--- src/rtl/bcd_sequential_converter_if.sv ---
// Handshake and result bundle between the output-port value source and the
// bit-serial binary-to-BCD converter that drives the seven-segment decoders.
`timescale 1ns/1ps

interface bcd_sequential_converter_if #(
  parameter int WIDTH  = 32,
  parameter int DIGITS = 8
);
  logic                  start;
  logic [WIDTH-1:0]      binary;
  logic                  busy;
  logic                  done;
  logic                  overflow;
  logic [4*DIGITS-1:0]   bcd;

  modport master (
    output start,
    output binary,
    input  busy,
    input  done,
    input  overflow,
    input  bcd
  );

  modport slave (
    input  start,
    input  binary,
    output busy,
    output done,
    output overflow,
    output bcd
  );
endinterface

--- src/rtl/bcd_sequential_converter.sv ---
// Bit-serial double-dabble converter: one input bit per clock, result digits
// registered and held stable between conversions for the display stage.
`timescale 1ns/1ps

module bcd_sequential_converter #(
  parameter int WIDTH  = 32,
  parameter int DIGITS = 8
) (
  input  logic                        clock,
  input  logic                        reset,
  bcd_sequential_converter_if.slave   bus
);

  localparam int INT_DIGITS = (WIDTH + 2) / 3;
  localparam int SW         = 4 * INT_DIGITS;
  localparam int CW         = $clog2(WIDTH + 1);

  typedef enum logic [1:0] {
    S_IDLE  = 2'd0,
    S_SHIFT = 2'd1,
    S_DONE  = 2'd2
  } state_t;

  state_t               r_state;
  logic [WIDTH-1:0]     r_shift;
  logic [SW-1:0]        r_scratch;
  logic [CW-1:0]        r_count;
  logic                 r_busy;
  logic                 r_done;
  logic                 r_overflow;
  logic [4*DIGITS-1:0]  r_bcd;

  logic [SW-1:0]        w_adjusted;
  logic [SW-1:0]        w_scratch_next;
  logic [4*DIGITS-1:0]  w_bcd_next;
  logic                 w_overflow_next;

  // NOTE: the default copy on the first line keeps digits that need no
  // correction from turning into latches.
  always_comb begin
    w_adjusted = r_scratch;
    for (int k = 0; k < INT_DIGITS; k++) begin
      if (r_scratch[4*k +: 4] >= 4'd5) begin
        w_adjusted[4*k +: 4] = r_scratch[4*k +: 4] + 4'd3;
      end
    end
  end

  assign w_scratch_next = {w_adjusted[SW-2:0], r_shift[WIDTH-1]};

  // Result taps come from the post-shift value so digits land on the final
  // shift edge, in the same cycle that done is high.
  for (genvar k = 0; k < DIGITS; k++) begin : g_digit
    if (k < INT_DIGITS) begin : g_used
      assign w_bcd_next[4*k +: 4] = w_scratch_next[4*k +: 4];
    end else begin : g_pad
      assign w_bcd_next[4*k +: 4] = 4'd0;
    end
  end

  if (INT_DIGITS > DIGITS) begin : g_ovf
    assign w_overflow_next = |w_scratch_next[SW-1:4*DIGITS];
  end else begin : g_no_ovf
    assign w_overflow_next = 1'b0;
  end

  // NOTE: every register, scratch included, is cleared by reset so an aborted
  // conversion leaves nothing behind for the next one or the display.
  always_ff @(posedge clock) begin
    if (!reset) begin
      r_state    <= S_IDLE;
      r_shift    <= '0;
      r_scratch  <= '0;
      r_count    <= '0;
      r_busy     <= 1'b0;
      r_done     <= 1'b0;
      r_overflow <= 1'b0;
      r_bcd      <= '0;
    end else begin
      // NOTE: non-blocking assignments throughout so every register sees the
      // pre-edge values regardless of statement order.
      r_done <= 1'b0;
      case (r_state)
        S_IDLE: begin
          if (bus.start) begin
            r_shift   <= bus.binary;
            r_scratch <= '0;
            r_count   <= CW'(WIDTH);
            r_busy    <= 1'b1;
            r_state   <= S_SHIFT;
          end
        end
        S_SHIFT: begin
          r_scratch <= w_scratch_next;
          r_shift   <= r_shift << 1;
          r_count   <= r_count - CW'(1);
          if (r_count == CW'(1)) begin
            r_state    <= S_DONE;
            r_busy     <= 1'b0;
            r_done     <= 1'b1;
            r_bcd      <= w_bcd_next;
            r_overflow <= w_overflow_next;
          end
        end
        S_DONE: begin
          r_state <= S_IDLE;
        end
        default: begin
          r_state <= S_IDLE;
        end
      endcase
    end
  end

  assign bus.busy     = r_busy;
  assign bus.done     = r_done;
  assign bus.overflow = r_overflow;
  assign bus.bcd      = r_bcd;

endmodule

--- src/flat_wrapper.sv ---
// flat-port wrapper written by rule: the top's interface ports become plain ports
module bcd_sequential_converter_flat 
#(
  parameter int WIDTH  = 32,
  parameter int DIGITS = 8
)
  (clock, reset, bus_start, bus_binary, bus_busy, bus_done, bus_overflow, bus_bcd);
  bcd_sequential_converter_if #(.WIDTH(WIDTH), .DIGITS(DIGITS)) bus_i ();
  input  logic clock;
  input  logic reset;
  input wire logic [$bits(bus_i.start)-1:0] bus_start;
  input wire logic [$bits(bus_i.binary)-1:0] bus_binary;
  output wire logic [$bits(bus_i.busy)-1:0] bus_busy;
  output wire logic [$bits(bus_i.done)-1:0] bus_done;
  output wire logic [$bits(bus_i.overflow)-1:0] bus_overflow;
  output wire logic [$bits(bus_i.bcd)-1:0] bus_bcd;
  assign bus_i.start = bus_start;
  assign bus_i.binary = bus_binary;
  assign bus_busy = bus_i.busy;
  assign bus_done = bus_i.done;
  assign bus_overflow = bus_i.overflow;
  assign bus_bcd = bus_i.bcd;
  bcd_sequential_converter #(.WIDTH(WIDTH), .DIGITS(DIGITS)) u_core (.clock(clock), .reset(reset), .bus(bus_i));
endmodule
--- config.mk ---
export PLATFORM = sky130hd
export DESIGN_NAME = bcd_sequential_converter_flat
export DESIGN_NICKNAME = d
export VERILOG_FILES = /design/src/rtl/bcd_sequential_converter_if.sv /design/src/rtl/bcd_sequential_converter.sv /design/src/flat_wrapper.sv
export SDC_FILE = /design/constraint.sdc
export NUM_CORES = 1
export LEC_CHECK = 0
export BUFFER_PORTS_ARGS = -buffer_cell sky130_fd_sc_hd__buf_2
export CORE_MARGIN = 2
export CORE_UTILIZATION = 63
export CTS_CLUSTER_SIZE = 12
export DETAILED_ROUTE_END_ITERATION = 6
export PLACE_DENSITY = 0.85
export SLEW_MARGIN = 20
export SYNTH_ARGS = -nofsm -noshare
export SYNTH_HDL_FRONTEND = slang
export SYNTH_SLANG_ARGS = --single-unit
--- constraint.sdc ---
create_clock -name clock -period 3.57 [get_ports clock]
set_input_delay 0.714 -clock clock [delete_from_list [all_inputs] [get_ports clock]]
set_output_delay 0.714 -clock clock [all_outputs]
set_load 0.01 [all_outputs]
* Word level (Yosys, flattened, before mapping)
Cells that the tools add are included.
Word-level totals: bits in registers 119, output and inout bits 35, bits of input ports 35, word-level logic and storage cells 67
Cells by class: $add $sub $neg 12, reductions and logical operators 8, multiplexer cells 24, $lt $le $gt $ge 11, equality and inequality tests 4
Operators with widths (number):
- one-hot mux 44 bit (2 select lines) | 1
- one-hot mux 32 bit (2 select lines) | 1
- >= comparator 4 x 3 -> 1 bit (second input constant) | 11
- two-way mux 44 bit | 1
- adder 4 x 2 -> 4 bit (second input constant) | 10
- two-way mux 4 bit | 10
- two-way mux 32 bit | 1
- one-hot mux 6 bit (2 select lines) | 1
- OR reduction 12 bit | 1
- AND reduction 2 bit | 4
- equality test 6 x 1 -> 1 bit (second input constant) | 1
- two-way mux 6 bit | 1
- subtractor 6 x 1 -> 6 bit (second input constant) | 1
- two-way mux 2 bit | 2
- one-hot mux 2 bit (2 select lines) | 1
- adder 3 x 2 -> 3 bit (second input constant) | 1
- two-way mux 1 bit | 3
- two-way mux 3 bit | 1
- AND reduction 3 bit | 1
- equality test 2 x 1 -> 1 bit (second input constant) | 1
- logical NOT 2 bit | 1
- != test 2 x 1 -> 1 bit (second input constant) | 1
- != test 2 bit (second input constant) | 1
- one-hot mux 1 bit (2 select lines) | 1
- nonzero test 2 bit | 1

* Longest topological paths before layout
Gate-level depths: netlist of the first run.
depth in word-level cells 3, gate-level depth with buffers 8

* Worst setup path after synthesis of the first run
Ideal clock, no wire load.
path type in2reg, start in bus_start, end reg u_core.r_scratch[13], data arrival time 1.653 ns, data required time 3.452 ns, setup slack 1.799 ns, path buffers 3, cell stages on the path 7, path through buf_2 > nor2_1 > or2_1 > buf_4 > buf_4 > a22oi_1 > nor2b_1
Between the ends: cells in the longest elaborated chain, start to end 2
Ends and longest elaborated chain:
- start, declared | RTL line flat_wrapper.sv:11 | input wire logic [$bits(bus_i.start)-1:0] bus_start;
- != test 2 bit (no source line)
- AND reduction 2 bit (no source line)
- end signal, assigned | RTL line bcd_sequential_converter.sv:94 | r_scratch <= w_scratch_next;
- end, declared | RTL line bcd_sequential_converter.sv:26 | logic [SW-1:0] r_scratch;
No other way between the ends. A chain may end at the register's enable or synchronous reset.

* Final worst setup path of the first run
start reg u_core.r_count[2], end reg u_core.r_bcd[3] (netlist: u_core.bus.bcd[3])
Between the ends: cells in the longest elaborated chain, start to end 2
Ends and longest elaborated chain:
- start, declared | RTL line bcd_sequential_converter.sv:27 | logic [CW-1:0] r_count;
- start signal, assigned | RTL line bcd_sequential_converter.sv:88 | r_count <= CW'(WIDTH);
- start signal, assigned | RTL line bcd_sequential_converter.sv:96 | r_count <= r_count - CW'(1);
- equality test 6 x 1 -> 1 bit | RTL line bcd_sequential_converter.sv:97 | if (r_count == CW'(1)) begin
- AND reduction 2 bit (no source line)
- end signal, assigned | RTL line bcd_sequential_converter.sv:101 | r_bcd <= w_bcd_next;
- end, declared | RTL line bcd_sequential_converter.sv:31 | logic [4*DIGITS-1:0] r_bcd;
No other way between the ends.

==> flow_summary.toml, run 1 <==
[timing]
hold_viol = 0
worstMarginPinSlew_ps = 968
fmax_ghz = 0.452
fin_crit_ps = 2210
drv_slew = 0
tns_ps = 0
grt_setup_unrepaired = "no"
min_period_over_period_pct = 61.9
max_slew_margin_pct = 35.3
fin_skew_ps = 7.70
setup_viol = 0

[logic_synthesis]
ys_types = 38
synth_edf_count = 0
ys.flop_type = "dfxtp_1"
synth_xor_area_share_pct = 1.58
synthAdderAreaFrac_pct = 4.93
synthArstFlopShare_pct = 0
syn_avg_cell_area_um2 = 8.58
ys_seq_elements = 119
netlist_area_mm2 = 0.00609
synth_top_family_by_area = "simple AND/OR/NAND/NOR gates"
synth_simple_gate_area_share_pct = 23.4
postSynthCellCount = 710
seq_area_frac_synth_pct = 39.1
synth_mux_area_share_pct = 2.03
yosys_warnings = 0
syn_nets = 769
synth_compound_area_share_pct = 23.2

[drt]
num_vias = 5287
drtIter0Drc = 310
drc = 0
firstDrtPassIters = 5
drtAntennaViolNets = 0
wirelength_um = 13800
detail_route.vias_per_cell = 5.88
wl_per_cell_um = 15.4

[worst_setup_path]
worstSetupPathType = "reg2reg"
critPathBufInv = 0
endpoint_kind = "register"
cp_common_cell = "nand2_1"
cp_max_fo = 41
start_kind = "register"
crit_chain = "nor4_2 -> nand2_1 -> nor2_4 -> nand2_1 -> o211a_1"
crit_slowest_cell = "nor2_4"
worst_path_largest_cell_delay_ps = 760
reg2reg_slack_ps = 1360
cp.arrival_ps = 2620
critPathTopFamily = "simple AND/OR/NAND/NOR gates"
cp.required_ps = 3980

[power_and_ir_drop]
peakVddDrop_mv = 0.343
p_int_uw = 2620
power_uw = 3440
clockPowerShare_pct = 48.8
p_sw_share_pct = 23.6
switching_power_uw = 812
seqPwrFrac_pct = 41.6
leakage_uw = 0.00286
power_density_mw_per_mm2 = 491
p_comb_share_pct = 9.5

[final_layout]
nNetsFinal = 817
instances_no_fill = 899
antennaDiodeCount = 0
postLayoutCoreUtil_pct = 75.0
fillers = 635
drive_gt1_share_pct = 19.9
syn_to_final_growth_pct = 14.8

[clock_tree]
cts_root_buf = "clkbuf_8"
clock_latency_ps = 510
post-cts-setup-buffers = 0
cts_resized = 0
cts_hold_buf = 0
cts_sinks = 119
clock_path_buffers = 2
h-tree-depth = 4
tritoncts = "built"
numCtsBuffers = 17
path_clk_slew_ps = 60

[global_routing]
grt_pass1_wl_um = 22900
grt_pass1_vias = 5169
grt_max_degree = 50
antenna_found_initial = 0
grt_usage_pct = 27.3
overflow = 0

[placement]
place_hpwl_um = 8160
portBuffers = 69
place.gp.congestion = 0.874
dp_cells = 868

[die]
die_y_um = 102
rows = 35
die_w_um = 102
io-pin-count = 70
start_util_pct = 65.3
core-area_mm2 = 0.00933
dieArea_mm2 = 0.0105

[worst_hold_path]
hold_class = "reg2reg"

[job]
cap_violations = 0

[run_status]
status = "finished clean"
==> flip-flops by register name, summed over array words and instances, names as in the netlist <==
signal,count
u_core.bus.done,1
u_core.bus.overflow,1
u_core.bus.busy,1
u_core.r_state,2
u_core.r_scratch,44
u_core.bus.bcd,32
u_core.r_shift,32
u_core.r_count,6
==> power by group through the flow <==
stage	combinational (µW)	sequential [µW]	clock [µW]
floorplan	257	1440	0
global placement	308	1450	0
detailed placement	321	1450	0
CTS	327	1430	1690
global route	360	1440	1760
finish	328	1430	1680
==> path summary, 6_finish.rpt <==
kind	from	endpoint	cells past startpoint
worst max register to register	u_core.r_count[2]$_SDFFE_PN0P_	u_core.bus.bcd[3]$_SDFFE_PN0P_	5
worst max-delay path	u_core.r_count[2]$_SDFFE_PN0P_	u_core.bus.bcd[3]$_SDFFE_PN0P_	5
worst min register to register	u_core.bus.bcd[21]$_SDFFE_PN0P_	u_core.bus.bcd[21]$_SDFFE_PN0P_	2
worst min-delay path	u_core.bus.bcd[21]$_SDFFE_PN0P_	u_core.bus.bcd[21]$_SDFFE_PN0P_	2
==> layer usage <==
| layer | up-vias | track usage [%] | routed length (µm) |
|---|---|---|---|
| met5 | - | 0 | 0 |
| met4 | 0 | 9.85 | 241 |
| met3 | 30 | 7.73 | 757 |
| met2 | 175 | 48.5 | 7040 |
| met1 | 2511 | 31.4 | 5780 |
| li1 | 2571 | - | - |
==> stage by stage <==
step                setup slack, ps  instance area [µm²]  hold WS [ps]
detailed placement             1320                 6410           444
floorplan                      1800                 6090           444
global placement               1430                 6410           437
global route                   1180                 6990           473
finish                         1360                 6990           449
CTS                            1390                 6990           451
==> kinds of logic after synthesis <==
logic type,Yosys count
fa+ha+maj,24
mux,12
flops,119
xor+xnor,11
compound gates,200
simple gates,270
buf+inv,74
==> cell usage after synthesis, types with 9 or more instances <==
master,number,share of area (%)
nand2b_1,23,2.4
buf_2,16,1.3
o221a_2,31,5.7
nor2_1,56,3.4
nand2_1,62,3.8
xnor2_1,11,1.6
o21ai_0,39,3.2
ha_1,24,4.9
a22oi_1,34,4.2
nand3_1,16,1.3
a21boi_0,13,1.6
dfxtp_1,119,39
o211a_1,9,1.5
nor3_1,14,1.1
inv_1,25,1.5
clkbuf_1,24,1.5
a21oi_1,52,4.3
nor2b_1,66,6.8
a21boi_1,17,2.1
mux2i_1,9,1.5
==> worst register-to-register path, delay by kind of cell, from the launching register on <==
kind | cells | cell delay, ps
compound gates | 1 | 190
simple gates | 4 | 1540
flops | 1 | 370
==> cells in the final DEF (no fill, tap or decap), types with 8 or more instances in the layout <==
cell         n
buf_4        9
o21ai_0     39
nor2b_1     65
buf_2       69
o221a_2     31
nor2_1      56
xnor2_1     11
o211a_1      9
mux2i_1      9
clkbuf_16   16
inv_1       25
ha_1        24
a21boi_0    13
nand2_1     62
a21boi_1    17
nand3_1     16
a22oi_1     34
nor3_1      14
dfxtp_1    118
nor3b_1      8
nand2b_1    23
a21oi_1     52
==> area by class of cell <==
| cell class | instances | area [µm²] | area share (%) |
|---|---|---|---|
| inverters | 25 | 93.8 | 1.34 |
| multi-input cells | 517 | 3360 | 48.1 |
| flip-flops and latches | 119 | 2380 | 34.1 |
| clock buffers | 22 | 453 | 6.48 |
| repair buffers | 78 | 413 | 5.90 |
| clock inverters | 9 | 125 | 1.79 |
| well taps | 129 | 161 | 2.31 |
No activity file was read; power rests on OpenSTA's default activity.
==> inputs of run 2 (changes only) <==
- CORE_UTILIZATION: 63 -> 53
- PLACE_DENSITY: 0.85 -> 0.76
- clock period: 3.57 -> 2 ns (I/O delays scaled with it)
==> run 2 against run 1 <==
Routed wire length shrank 4.4%. Clock skew down 2.2 ps. Non-clock buffer count grew 6. Hold slack lost 68 ps. Total power rose by 85%. First-iteration DRC count increased by 2.9%. Global-route usage down 5.1 points. Via count shrank 2.5%. Die area grew 18%. Largest cell class unchanged. Highest routed layer unchanged.
==> flow_summary.toml, run 2 (synthesized netlist as in run 1, its figures left out) <==
[timing]
drv_slew = 0
worstMarginPinSlew_ps = 502
fin_ws_ps = 124
min_period_over_period_pct = 93.8
fin_crit_ps = 1880
setup_viol = 0
grt_setup_unrepaired = "no"
hold_viol = 0
max_slew_margin_pct = 66.5
fmax_ghz = 0.533
tns_ps = 0
fin_skew_ps = 5.50

[final_layout]
antennaDiodeCount = 0
largest_register_ffs = 44
nNetsFinal = 823
final_cell_mix = "118 x dfxtp_1, 69 x buf_2, 65 x nor2b_1, 62 x nand2_1, 56 x nor2_1"
final_common_cell = "dfxtp_1"
fillers = 928
syn_to_final_growth_pct = 17.2
largest_register = "u_core.r_scratch"
drive_gt1_share_pct = 20.7

[worst_hold_path]
hold_class = "in2reg"

[clock_tree]
cts_sinks = 119
numCtsBuffers = 17
cts_root_buf = "clkbuf_16"
cts_hold_buf = 0
post-cts-setup-buffers = 0
clock_path_buffers = 2
path_clk_slew_ps = 50
h-tree-depth = 4
clock_latency_ps = 420
tritoncts = "built"
cts_resized = 0

[drt]
drtAntennaViolNets = 0
drc = 0
firstDrtPassIters = 5
wl_per_cell_um = 14.4
drtIter0Drc = 319
num_vias = 5153
wirelength_um = 13200
detail_route.vias_per_cell = 5.61

[power_and_ir_drop]
p_comb_share_pct = 9.5
leakage_uw = 0.00293
clockPowerShare_pct = 50.5
p_int_uw = 4900
peakVddDrop_mv = 0.896
power_density_mw_per_mm2 = 888
switching_power_uw = 1440
p_sw_share_pct = 22.7
seqPwrFrac_pct = 40.1

[die]
die_w_um = 111
dieArea_mm2 = 0.0124
core-area_mm2 = 0.0113
start_util_pct = 53.8
die_y_um = 111
io-pin-count = 70
rows = 39

[run_status]
status = "finished clean"

[worst_setup_path]
worstSetupPathType = "reg2reg"
endpoint_kind = "register"
cp.required_ps = 2280
start_kind = "register"
cp.arrival_ps = 2160
cp_max_fo = 6

[global_routing]
grt_pass1_wl_um = 22900
antenna_found_initial = 0
grt_usage_pct = 22.2
grt_max_degree = 120
grt_pass1_vias = 5014
overflow = 0

[placement]
place_hpwl_um = 8180
place.gp.congestion = 0.847
dp_slack_ps = 183
portBuffers = 69

[job]
cap_violations = 0
## run 2: layer usage
layer	GRT usage, %	up-vias	part of all wire, %
met3	6.78	18	5.2
li1	-	2582	-
met4	9.30	0	1.8
met1	26.3	2442	45
met5	0	-	0
met2	37.3	111	48
## run 2: layout make-up
cell class | instances | area [µm²] | area share [%]
clock buffer | 24 | 512 | 7.17
clock inverter | 7 | 115 | 1.61
inverter | 25 | 93.8 | 1.31
multi-input combinational | 517 | 3360 | 47.1
sequential | 119 | 2380 | 33.4
tap | 143 | 179 | 2.51
timing repair buffer | 84 | 495 | 6.94
## run 2: path summary, 6_finish.rpt
kind	start	endpoint	slack, ps	depth (start not counted)
worst max-delay path	u_core.r_scratch[32]$_SDFFE_PN0P_	u_core.bus.overflow$_SDFFE_PN0P_	120	7
worst min-delay path	bus_binary[0]	u_core.r_shift[0]$_SDFFE_PN0P_	380	4
worst max register to register	u_core.r_scratch[32]$_SDFFE_PN0P_	u_core.bus.overflow$_SDFFE_PN0P_	120	7
worst min register to register	u_core.bus.bcd[17]$_SDFFE_PN0P_	u_core.bus.bcd[17]$_SDFFE_PN0P_	450	2
## run 2: critical path, stage by stage, from the launching register on
cell and delay [ps]:
dfxtp_1 360, inv_1 100, ha_1 240, nand2b_1 100, a21oi_1 360, nand3_1 150
a222oi_1 320, a31oi_1 130
## run 2: power by group through the flow
stage          logic, µW  registers [µW]  clock network [µW]
6_report             600            2540                3200
5_1_grt              672            2550                3350
4_1_cts              604            2540                3240
3_5_place_dp         599            2590                   0
3_3_place_gp         579            2580                   0
2_1_floorplan        458            2580                   0
## run 2: per-stage QoR
stage / instances / area, µm² / hold slack (ps) / power, µW / utilization, %
finish: 919 / 7140 / 380 / 6340 / 63.1
global route: 919 / 7140 / 442 / 6580 / 63.1
CTS: 919 / 7140 / 370 / 6390 / 63.1
detailed placement: 888 / 6520 / 442 / 3190 / 57.5
global placement: 888 / 6520 / 440 / 3160 / 57.5
floorplan: 710 / 6090 / 444 / 3040 / -
